--- config.mk ---
export PLATFORM = sky130hd
export DESIGN_NAME = mc_ctrl
export DESIGN_NICKNAME = d
export VERILOG_FILES = /design/src/rtl/cpu_pkg.sv /design/src/rtl/op_class_decode.sv /design/src/rtl/mc_ctrl.sv
export SDC_FILE = /design/constraint.sdc
export NUM_CORES = 1
export LEC_CHECK = 0
export ABC_AREA = 1
export BUFFER_PORTS_ARGS = -buffer_cell sky130_fd_sc_hd__buf_4
export CORE_ASPECT_RATIO = 0.9
export CORE_MARGIN = 4
export CORE_UTILIZATION = 61
export CTS_BUF_LIST = sky130_fd_sc_hd__clkbuf_4 sky130_fd_sc_hd__clkbuf_8
export DETAILED_ROUTE_END_ITERATION = 8
export PLACE_DENSITY_LB_ADDON = 0.12
export SYNTH_ARGS = -nofsm -noshare
export SYNTH_HDL_FRONTEND = slang
export SYNTH_SLANG_ARGS = --single-unit
--- constraint.sdc ---
create_clock -name clk -period 3.4 [get_ports clk]
set_clock_uncertainty 0.2 [all_clocks]
set_input_delay 0.17 -clock clk [delete_from_list [all_inputs] [get_ports clk]]
set_output_delay 0.17 -clock clk [all_outputs]
set_load 0.005 [all_outputs]
--- src/rtl/cpu_pkg.sv ---
// cpu_pkg: opcodes, controller state and opcode-class encodings shared across the CPU
package cpu_pkg;
    localparam logic [5:0] OP_ADD = 6'b000000;
    localparam logic [5:0] OP_SUB = 6'b000001;
    localparam logic [5:0] OP_AND = 6'b000010;
    localparam logic [5:0] OP_OR  = 6'b000011;
    localparam logic [5:0] OP_XOR = 6'b000100;
    localparam logic [5:0] OP_SLT = 6'b000101;
    localparam logic [5:0] OP_LW  = 6'b010000;
    localparam logic [5:0] OP_SW  = 6'b010001;
    localparam logic [5:0] OP_BEQ = 6'b100000;
    localparam logic [5:0] OP_JMP = 6'b100001;

    typedef enum logic [2:0] {
        S_IDLE, S_IF, S_ID, S_EX, S_MEM, S_WB, S_HALT
    } state_t;

    typedef enum logic [2:0] {
        CLS_ALU, CLS_LD, CLS_ST, CLS_BR, CLS_ILL
    } cls_t;
endpackage

--- src/rtl/op_class_decode.sv ---
// op_class_decode: maps the 6-bit opcode to its execution class
module op_class_decode
    import cpu_pkg::*;
(
    input  logic [5:0] op,
    output cls_t       cls
);
    always_comb begin
        cls = (op <= OP_SLT)                 ? CLS_ALU :
              (op == OP_LW)                  ? CLS_LD  :
              (op == OP_SW)                  ? CLS_ST  :
              (op == OP_BEQ || op == OP_JMP) ? CLS_BR  : CLS_ILL;
    end
endmodule

--- src/rtl/mc_ctrl.sv ---
// mc_ctrl: multi-cycle IF/ID/EX/MEM/WB sequencer with retire counter and sticky halt
module mc_ctrl
    import cpu_pkg::*;
#(
    parameter int CNT_W = 32
) (
    input  logic             clk,
    input  logic             rst_n,
    input  logic             start,
    input  logic [5:0]       op,
    input  logic             cond,
    input  logic             mem_ready,
    output logic             mem_req,
    output logic             mem_we,
    output logic             mem_sel,
    output logic             ir_we,
    output logic             npc_we,
    output logic             ab_we,
    output logic             alu_we,
    output logic             lmd_we,
    output logic             pc_we,
    output logic             pc_sel,
    output logic             reg_we,
    output logic             reg_src,
    output logic             busy,
    output logic             halt,
    output logic [CNT_W-1:0] retired
);
    state_t state, nxt;
    cls_t   cls;

    op_class_decode u_dec (.op(op), .cls(cls));

    always_ff @(posedge clk or negedge rst_n) begin
        if (!rst_n) state <= S_IDLE;
        else        state <= nxt;
    end

    always_comb begin
        nxt = state;
        case (state)
            S_IDLE:  nxt = start ? S_IF : S_IDLE;
            S_IF:    nxt = mem_ready ? S_ID : S_IF;
            S_ID:    nxt = (cls == CLS_ILL) ? S_HALT : S_EX;
            S_EX:    nxt = (cls == CLS_ALU) ? S_WB :
                           (cls == CLS_LD || cls == CLS_ST) ? S_MEM :
                           (cls == CLS_BR) ? S_IF : S_HALT;
            S_MEM:   nxt = !mem_ready ? S_MEM : (cls == CLS_LD) ? S_WB : S_IF;
            S_WB:    nxt = S_IF;
            S_HALT:  nxt = S_HALT;
            default: nxt = S_IDLE;
        endcase
    end

    // Every output is decoded from the current state, so async reset clears them at once
    always_comb begin
        mem_req = (state == S_IF) || (state == S_MEM);
        mem_sel = (state == S_MEM);
        mem_we  = (state == S_MEM) && (cls == CLS_ST);
        ir_we   = (state == S_IF) && mem_ready;
        npc_we  = ir_we;
        ab_we   = (state == S_ID);
        alu_we  = (state == S_EX);
        lmd_we  = (state == S_MEM) && mem_ready && (cls == CLS_LD);
        pc_we   = ((state == S_EX) && (cls == CLS_BR)) ||
                  ((state == S_MEM) && mem_ready && (cls == CLS_ST)) ||
                  (state == S_WB);
        pc_sel  = (state == S_EX) && (cls == CLS_BR) && cond;
        reg_we  = (state == S_WB);
        reg_src = (state == S_WB) && (cls == CLS_LD);
        busy    = (state != S_IDLE) && (state != S_HALT);
        halt    = (state == S_HALT);
    end

    always_ff @(posedge clk or negedge rst_n) begin
        if (!rst_n)     retired <= '0;
        else if (pc_we) retired <= retired + CNT_W'(1);
    end
endmodule

Yosys cells after proc, flatten, opt, wreduce, memory -nomap -nowiden:

Index checks and enable logic that the tools add are counted.

* $add $sub $neg: 1
* $lt $le $gt $ge: 1
* mux-type cells: 13
* equality and inequality tests: 15
* reduce and logical (&&, ||, !) cells: 17

Operators with widths (number)
* $add 32x1->32 const B: 1
* $mux 3: 10
* $pmux 3 s7: 1
* $eq 3x2->1 const B: 4
* $eq 3x3->1 const B: 4
* $eq 6x5->1 const B: 2
* $eq 6x6->1 const B: 2
* $logic_and 1x1->1: 9
* $eq 3x1->1 const B: 2
* $le 6x3->1 const B: 1
* $logic_not 3->1: 2
* $logic_or 1x1->1: 5
* $ne 3x3->1 const B: 1
* $reduce_bool 3->1: 1
* $mux 2: 1
* $mux 1: 1

* output and inout bits: 46
* word-level logic and storage cells: 49
* flip-flop bits (word level): 35
* bits of input ports: 11

Longest topological paths before layout:

Gate-level depths: netlist of the first run.

* depth in word-level cells: 11
* gate-level depth with buffers: 10
* depth with buffers taken out: 10

Cells and area by module:

Synthesis of the first run repeated with hierarchy kept, for this count alone.

* cells, all modules: 339
* area, all modules: 2326.0 um^2

By module, submodules not included
* mc_ctrl: seq. area each 875.8 um^2, cells an instance 322, instances 1, area each 2242.2 um^2
* op_class_decode: seq. area each 0.0 um^2, cells an instance 17, instances 1, area each 83.8 um^2

Least setup slack after synthesis of the first run:

No wires, ideal clock.

* path kind: reg2reg
* from: register retired[0]
* to: register retired[18]
* setup slack: 1.692 ns
* required time: 3.083 ns
* clock period less this slack: 1.708 ns
* cell stages (with the launch flop): 9
* buffers on the path: 0
* arrival: 1.391 ns
* path through: dfrtp_1 > ha_1 > nand3_1 > nor2_1 > nand4_1 > nor2_1 > nand2_1 > nand2_1 > nand2_1

* longest elaborated chain between the ends: 1

Ends and longest elaborated chain
* from (decl): RTL line mc_ctrl.sv:27 `output logic [CNT_W-1:0] retired`
* from (signal assigned): RTL line mc_ctrl.sv:77 `else if (pc_we) retired <= retired + CNT_W'(1);`
* $add 32x1->32: RTL line mc_ctrl.sv:77

Every way passes these cells.
A chain may end at the register's enable or synchronous reset.

Worst setup path in the final report of the first run:

* from: register state[1]
* to: register retired[20]

* longest elaborated chain between the ends: 5

Ends and longest elaborated chain
* from (decl): RTL line mc_ctrl.sv:29 `state_t state, nxt;`
* from (signal assigned): RTL line mc_ctrl.sv:36 `else state <= nxt;`
* $eq 3x3->1: RTL line mc_ctrl.sv:66 `((state == S_MEM) && mem_ready && (cls == CLS_ST)) ||`
* $logic_and 1x1->1 (2 in a row): RTL line mc_ctrl.sv:66
* $logic_or 1x1->1: RTL line mc_ctrl.sv:65 `pc_we = ((state == S_EX) && (cls == CLS_BR)) ||`
* $logic_or 1x1->1 (*): RTL line mc_ctrl.sv:66

Mark *: on every way between the ends. The rest lies on a longest branch, timed or not.

==> results.yml, run 1 <==
synthesis:
  synth_common_cells: "173 x nand2_1, 74 x nor2_1, 43 x inv_1, 35 x dfrtp_1, 21 x nand4_1"
  yosys.area.top_type: "dfrtp_1"
  synth_compound_area_share_pct: 2.18
  seq_area_frac_synth_pct: 34.6
  synthFlopType: "dfrtp_1"
  synth_area_sq_um: 2530
  synth_simple_gate_area_share_pct: 49.8
  muxShareOfSynthArea_pct: 0
  synthTopCellsByArea: "dfrtp_1 35%, nand2_1 26%, nor2_1 11%, inv_1 6.4%, nand4_1 5.2%"
  postSynthAreaPerCell_sq_um: 6.11
  synth-edff-count: 0
  yosysUniqueCellTypes: 21
  synth_top_area_share_pct: 34.6
  synth_cells: 414
  yosys_warnings: 0
  syn_nets: 426
  synth_top_family_by_area: "simple AND/OR/NAND/NOR gates"
  async_flop_share_pct: 100
  synthXorXnorAreaFrac_pct: 3.81
  synth-adder-area-share_pct: 0.495
  synth.most_common_cell: "nand2_1"
  yosys_register_bits: 35
worst_setup_path:
  critPathMaxStageDelay_ps: 410
  path_class: "register to register"
  cp_common_cell: "nand2_1"
  r2r_start: "state[1]$_DFF_PN0_"
  cp_slowest_cell: "dfrtp_1"
  worst-path-buf-inv: 2
  crit_chain: "nor2_1 > nand2_1 > nor2_2 > nand2_1 > buf_4 > nand3_2 > buf_4 > nand2_1 > nand2_1 > nand2_1"
  critPathArrivalTime_ps: 2310
  crit_start: "state[1]$_DFF_PN0_"
  endpoint_kind: "register"
  cp-start-kind: "register"
  critPathRequiredTime_ps: 3390
  cpLargestDelayFamily: "simple AND/OR/NAND/NOR gates"
  crit_fanout: 27
die:
  die_w_um: 75.9
  die_h_um: 69.1
  initial_utilization_pct: 65.5
  ios: 57
  fp.dieArea_sq_um: 5240
  core_area_sq_um: 3860
  num_rows: 21
grt:
  grt_pass1_vias: 2703
  grt_pass1_wl_um: 11900
  overflow: 0
  antenna_found_initial: 0
  grt_usage_pct: 28.3
  grt_max_degree: 36
flow_run:
  cap_violations: 0
layout:
  instances_no_fill: 518
  n_fill_cell: 293
  areaGrowthSynthToFinish_pct: 22.4
  final_util_pct: 80.1
  antennaDiodeCount: 0
  nNetsFinal: 483
  drive_gt1_share_pct: 15.7
clock_network:
  clock_sinks: 35
  cts_max_level: 2
  clockBufferDepth: 2
  cts_tree: "done"
  numCtsBuffers: 5
  post-cts-setup-buffers: 0
  cts_root_buffer: "clkbuf_8"
  cts.clk_slew.worst_paths_ps: 80
  clk_latency_ps: 300
sta:
  tightestPinTransition_ps: 446
  tns_ps: 0
  setup_viol: 0
  finalCriticalPeriod_ps: 2320
  clock.fmax_ghz: 0.431
  hold_violations: 0
  rsz0062_at_grt: "no"
  relSlewSlack_pct: 70.3
  min_period_over_period_pct: 68.3
  slew_viol_final: 0
route:
  drtIter0Drc: 249
  wl_per_cell_um: 13.5
  drt_wl_total_um: 7000
  first_pass_iters: 5
  drc: 0
  vias: 2814
  ant_nets: 0
  via_per_inst: 5.43
placed_design:
  dp.cells: 509
  io_buffers: 56
  dp_hpwl_um: 5290
  gp_congestion: 0.942
worst_hold_path:
  hold_class: "input port to register"
  hold_start: "start"
status:
  status: "finished, final reports clean"
power_and_ir_drop:
  powerDensity_nw_per_um2: 407
  ir_drop_mv: 0.398
  p_leak_nw: 1.60
==> where the power goes <==
group / switching, mW / leakage, nW / internal, mW / total (mW)
Combinational: 0.221 / 1.06 / 0.154 / 0.376
Sequential: 0.0511 / 0.479 / 0.453 / 0.505
Clock: 0.162 / 0.0581 / 0.218 / 0.380
Total: 0.434 / 1.60 / 0.826 / 1.26
==> worst paths after layout <==
check | to | cells after the start | slack [ps]
max | retired[20]$_DFFE_PN0P_ | 10 | 1080
min | state[0]$_DFF_PN0_ | 5 | 50
max reg2reg | retired[20]$_DFFE_PN0P_ | 10 | 1080
min reg2reg | retired[20]$_DFFE_PN0P_ | 2 | 360
max in group asynchronous | retired[12]$_DFFE_PN0P_ | 2 | 2500
min in group asynchronous | retired[4]$_DFFE_PN0P_ | 2 | 190
==> cell usage in the layout, fill, tap and decap left out, drive strengths merged <==
master / n
clkbuf: 5
dlygate4sd3: 1
nor2: 77
buf: 60
nand4: 21
ha: 1
o21ai: 9
clkinv: 2
nand3: 21
a21oi: 2
dfrtp: 35
nor4: 1
inv: 44
nand2: 173
bufinv: 1
nor3: 2
xor2: 11
nand3b: 6
==> layer usage <==
metal | track usage (%) | part of all wire [%] | vias up
li1 | - | - | 1398
met3 | 5.67 | 8.1 | 10
met5 | 0 | 0 | -
met1 | 38.7 | 43 | 1269
met2 | 44.5 | 48 | 137
met4 | 8.16 | 1.5 | 0
==> cell families after synthesis <==
kind of cell / Yosys count
AO/OA/AOI/OAI: 11
XOR/XNOR: 11
adder cells (fa/ha/maj): 1
buffers and inverters: 55
flip-flops: 35
AND/OR/NAND/NOR: 301
==> stage by stage <==
step | hold WS (ps) | power, mW | instance area, sq um | setup WS (ps)
6_report | 51.8 | 1.26 | 3100 | 1080
3_5_place_dp | -51.7 | 0.887 | 2970 | 1140
4_1_cts | 53.4 | 1.26 | 3100 | 1120
2_1_floorplan | -326 | 0.731 | 2530 | 1690
3_3_place_gp | -56.0 | 0.870 | 2970 | 1250
5_1_grt | 75.1 | 1.34 | 3100 | 888
==> flip-flops by register name, summed over array words and instances (netlist names) <==
register	flops
state	3
retired	32
==> cell type report <==
cell class              count  area, sq um  share of cell area (%)
clock buffers               5         68.8                    2.22
clock inverters             3         43.8                    1.41
inverters                  44          165                    5.34
multi-input cells         324         1420                    46.0
flip-flops and latches     35          876                    28.3
well taps                  46         57.6                    1.86
repair buffers             61          460                    14.9
==> timing repair <==
action	in CTS	in global routing
hold buffers	1	0
setup endpoints to repair	0	0
gates resized for setup	0	0
endpoints found under the hold margin	35	0
==> worst register-to-register path: stages, from the launching register on <==
cell	delay, ps
dfrtp_1	410
nor2_1	210
nand2_1	150
nor2_2	130
nand2_1	60
buf_4	200
nand3_2	310
buf_4	350
nand2_1	100
nand2_1	60
nand2_1	40
Note: power is estimated with default switching activity, not from simulation.
==> inputs of run 2 (changes only) <==
--- a/config.mk
+++ b/config.mk
@@ -9,7 +9,7 @@
 export BUFFER_PORTS_ARGS = -buffer_cell sky130_fd_sc_hd__buf_4
 export CORE_ASPECT_RATIO = 0.9
 export CORE_MARGIN = 4
-export CORE_UTILIZATION = 61
+export CORE_UTILIZATION = 51
 export CTS_BUF_LIST = sky130_fd_sc_hd__clkbuf_4 sky130_fd_sc_hd__clkbuf_8
 export DETAILED_ROUTE_END_ITERATION = 8
 export PLACE_DENSITY_LB_ADDON = 0.12
==> constraint.sdc (replaced) <==
create_clock -name clk -period 2.1 [get_ports clk]
set_clock_uncertainty 0.2 [all_clocks]
set_input_delay 0.105 -clock clk [delete_from_list [all_inputs] [get_ports clk]]
set_output_delay 0.105 -clock clk [all_outputs]
set_load 0.005 [all_outputs]
==> results.yml, run 2 (same netlist as run 1, synthesis figures left out) <==
layout:
  layout_common_cells: "173 x nand2_1, 73 x nor2_1, 61 x buf_4, 43 x inv_1, 35 x dfrtp_1"
  stdcell_area_sq_um: 3140
  areaGrowthSynthToFinish_pct: 24.3
  final_common_cell: "nand2_1"
  largest_reg_flops: 32
  antennaDiodeCount: 0
  nNetsFinal: 487
  drive_gt1_share_pct: 16.0
  top_regs: "retired: 32 flops, state: 3 flops"
  top_register: "retired"
  n_fill_cell: 486
sta:
  tightestPinTransition_ps: 468
  hold_violations: 0
  slew_viol_final: 0
  clock.fmax_ghz: 0.501
  finalCriticalPeriod_ps: 2000
  min_period_over_period_pct: 95.1
  relSlewSlack_pct: 68.8
  setup_viol: 0
power_and_ir_drop:
  p_leak_nw: 1.61
  powerDensity_nw_per_um2: 630
  ir_drop_mv: 0.644
  fin_total_pwr_mw: 1.98
route:
  drtIter0Drc: 115
  wl_per_cell_um: 13.6
  vias: 2762
  drc: 0
  drt_wl_total_um: 7360
  via_per_inst: 5.11
  ant_nets: 0
  first_pass_iters: 4
worst_setup_path:
  worst-path-buf-inv: 2
  r2r_start: "retired[3]$_DFFE_PN0P_"
  r2r_slack_ps: 200
  path_class: "register to output pin"
  rr_worst_depth: 9
  critPathRequiredTime_ps: 1790
  crit_chain: "nor2_2 > nand2_1 > nor2_2 > nand2_1 > nand3_2 > buf_12 > buf_4"
  r2r_end: "retired[19]$_DFFE_PN0P_"
  critPathMaxStageDelay_ps: 410
  cpLargestDelayFamily: "simple AND/OR/NAND/NOR gates"
  critPathArrivalTime_ps: 1690
  cp-start-kind: "register"
  cp_slowest_cell: "dfrtp_1"
  crit_fanout: 44
  endpoint_kind: "output pin"
clock_network:
  cts_max_level: 2
  cts.clk_slew.worst_paths_ps: 70
  clockBufferDepth: 2
  numCtsBuffers: 5
  clock_sinks: 35
  cts_tree: "done"
  clk_latency_ps: 290
  cts_root_buffer: "clkbuf_8"
  post-cts-setup-buffers: 0
placed_design:
  placed_cell_area_sq_um: 3020
  io_buffers: 56
  dp_hpwl_um: 5500
  gp_congestion: 0.885
grt:
  antenna_found_initial: 0
  grt_pass1_wl_um: 12200
  grt_usage_pct: 25.6
  overflow: 0
  grt_pass1_vias: 2573
  grt_max_degree: 45
die:
  core_area_sq_um: 4830
  die_w_um: 82.2
  initial_utilization_pct: 52.3
  die_h_um: 74.8
  ios: 57
  fp.dieArea_sq_um: 6150
  num_rows: 24
worst_hold_path:
  whs_endpoint: "state[2]$_DFF_PN0_"
  whs_path_depth: 7
  hold_class: "input port to register"
  hold_start: "op[3]"
status:
  status: "finished, final reports clean"
flow_run:
  cap_violations: 0
run 2: cell types whose count changed in the layout (fill, tap and decap cells not counted), sizes merged:
cell	delta
dlygate4sd3	+2
clkbuf	+1
buf	+2
clkinv	-1
bufinv	-1
run 2: where the power goes:
| part | internal [mW] | leakage [nW] | switching (mW) |
|---|---|---|---|
| logic | 0.285 | 1.09 | 0.367 |
| clock network | 0.258 | 0.0470 | 0.253 |
| registers | 0.734 | 0.479 | 0.0855 |
| total | 1.28 | 1.61 | 0.705 |
run 2: metrics by stage:
stage | std cells | hold WS (ps) | setup slack (ps) | setup TNS [ps] | utilization, %
2_1_floorplan | 414 | -391 | 392 | 0 | -
3_3_place_gp | 530 | -108 | 328 | 0 | 62.6
3_5_place_dp | 530 | -105 | 275 | 0 | 62.6
4_1_cts | 540 | 37.6 | 61.7 | 0 | 65.0
5_1_grt | 540 | 82.7 | -15.9 | -15.9 | 65.0
6_report | 540 | 40.6 | 102 | 0 | 65.0
run 2: area by class of cell:
type                            count  area [sq um]  area share [%]
Clock inverter                      1          5.00           0.159
Inverter                           44           165            5.25
Sequential cell                    35           876            27.9
Tap cell                           65          81.3            2.59
Timing Repair Buffer               65           508            16.2
Clock buffer                        6          82.6            2.63
Multi-Input combinational cell    324          1430            45.4
run 2: how the worst max path moves through the flow:
| stage | from | end | slack [ps] | depth (start not counted) |
|---|---|---|---|---|
| 3_3_place_gp | retired[17]$_DFFE_PN0P_ | retired[22]$_DFFE_PN0P_ | 330 | 9 |
| 3_5_place_dp | retired[0]$_DFFE_PN0P_ | retired[30]$_DFFE_PN0P_ | 270 | 10 |
| 5_1_grt | state[1]$_DFF_PN0_ | pc_we | -20 | 7 |
| 2_1_floorplan | retired[0]$_DFFE_PN0P_ | retired[18]$_DFFE_PN0P_ | 390 | 8 |
| 6_report | state[1]$_DFF_PN0_ | pc_we | 100 | 7 |
| 4_1_cts | state[1]$_DFF_PN0_ | pc_we | 60 | 7 |
run 2: metal layers:
metal / share of wire (%) / vias up / track usage (%)
met1: 48 / 1261 / 37.5
li1: - / 1399 / -
met5: 0 / - / 0
met2: 45 / 88 / 38.1
met4: 1.9 / 0 / 7.20
met3: 5.3 / 14 / 5.38
run 2: repair_timing:
action / CTS / global route
hold buffers: 3 / 0
resized for setup: 0 / 1
setup endpoints to repair: 0 / 1
endpoints found under the hold margin: 36 / 0
run 2: worst register-to-register path, stage by stage (launching register included):
cell and delay, ps:
dfrtp_1 460, nand2_1 140, nor2_1 200, nand2_1 150, nor2_2 220, nand2_1 70, nor2_1 160, nand2_1 80
nand2_1 60, nand2_1 50
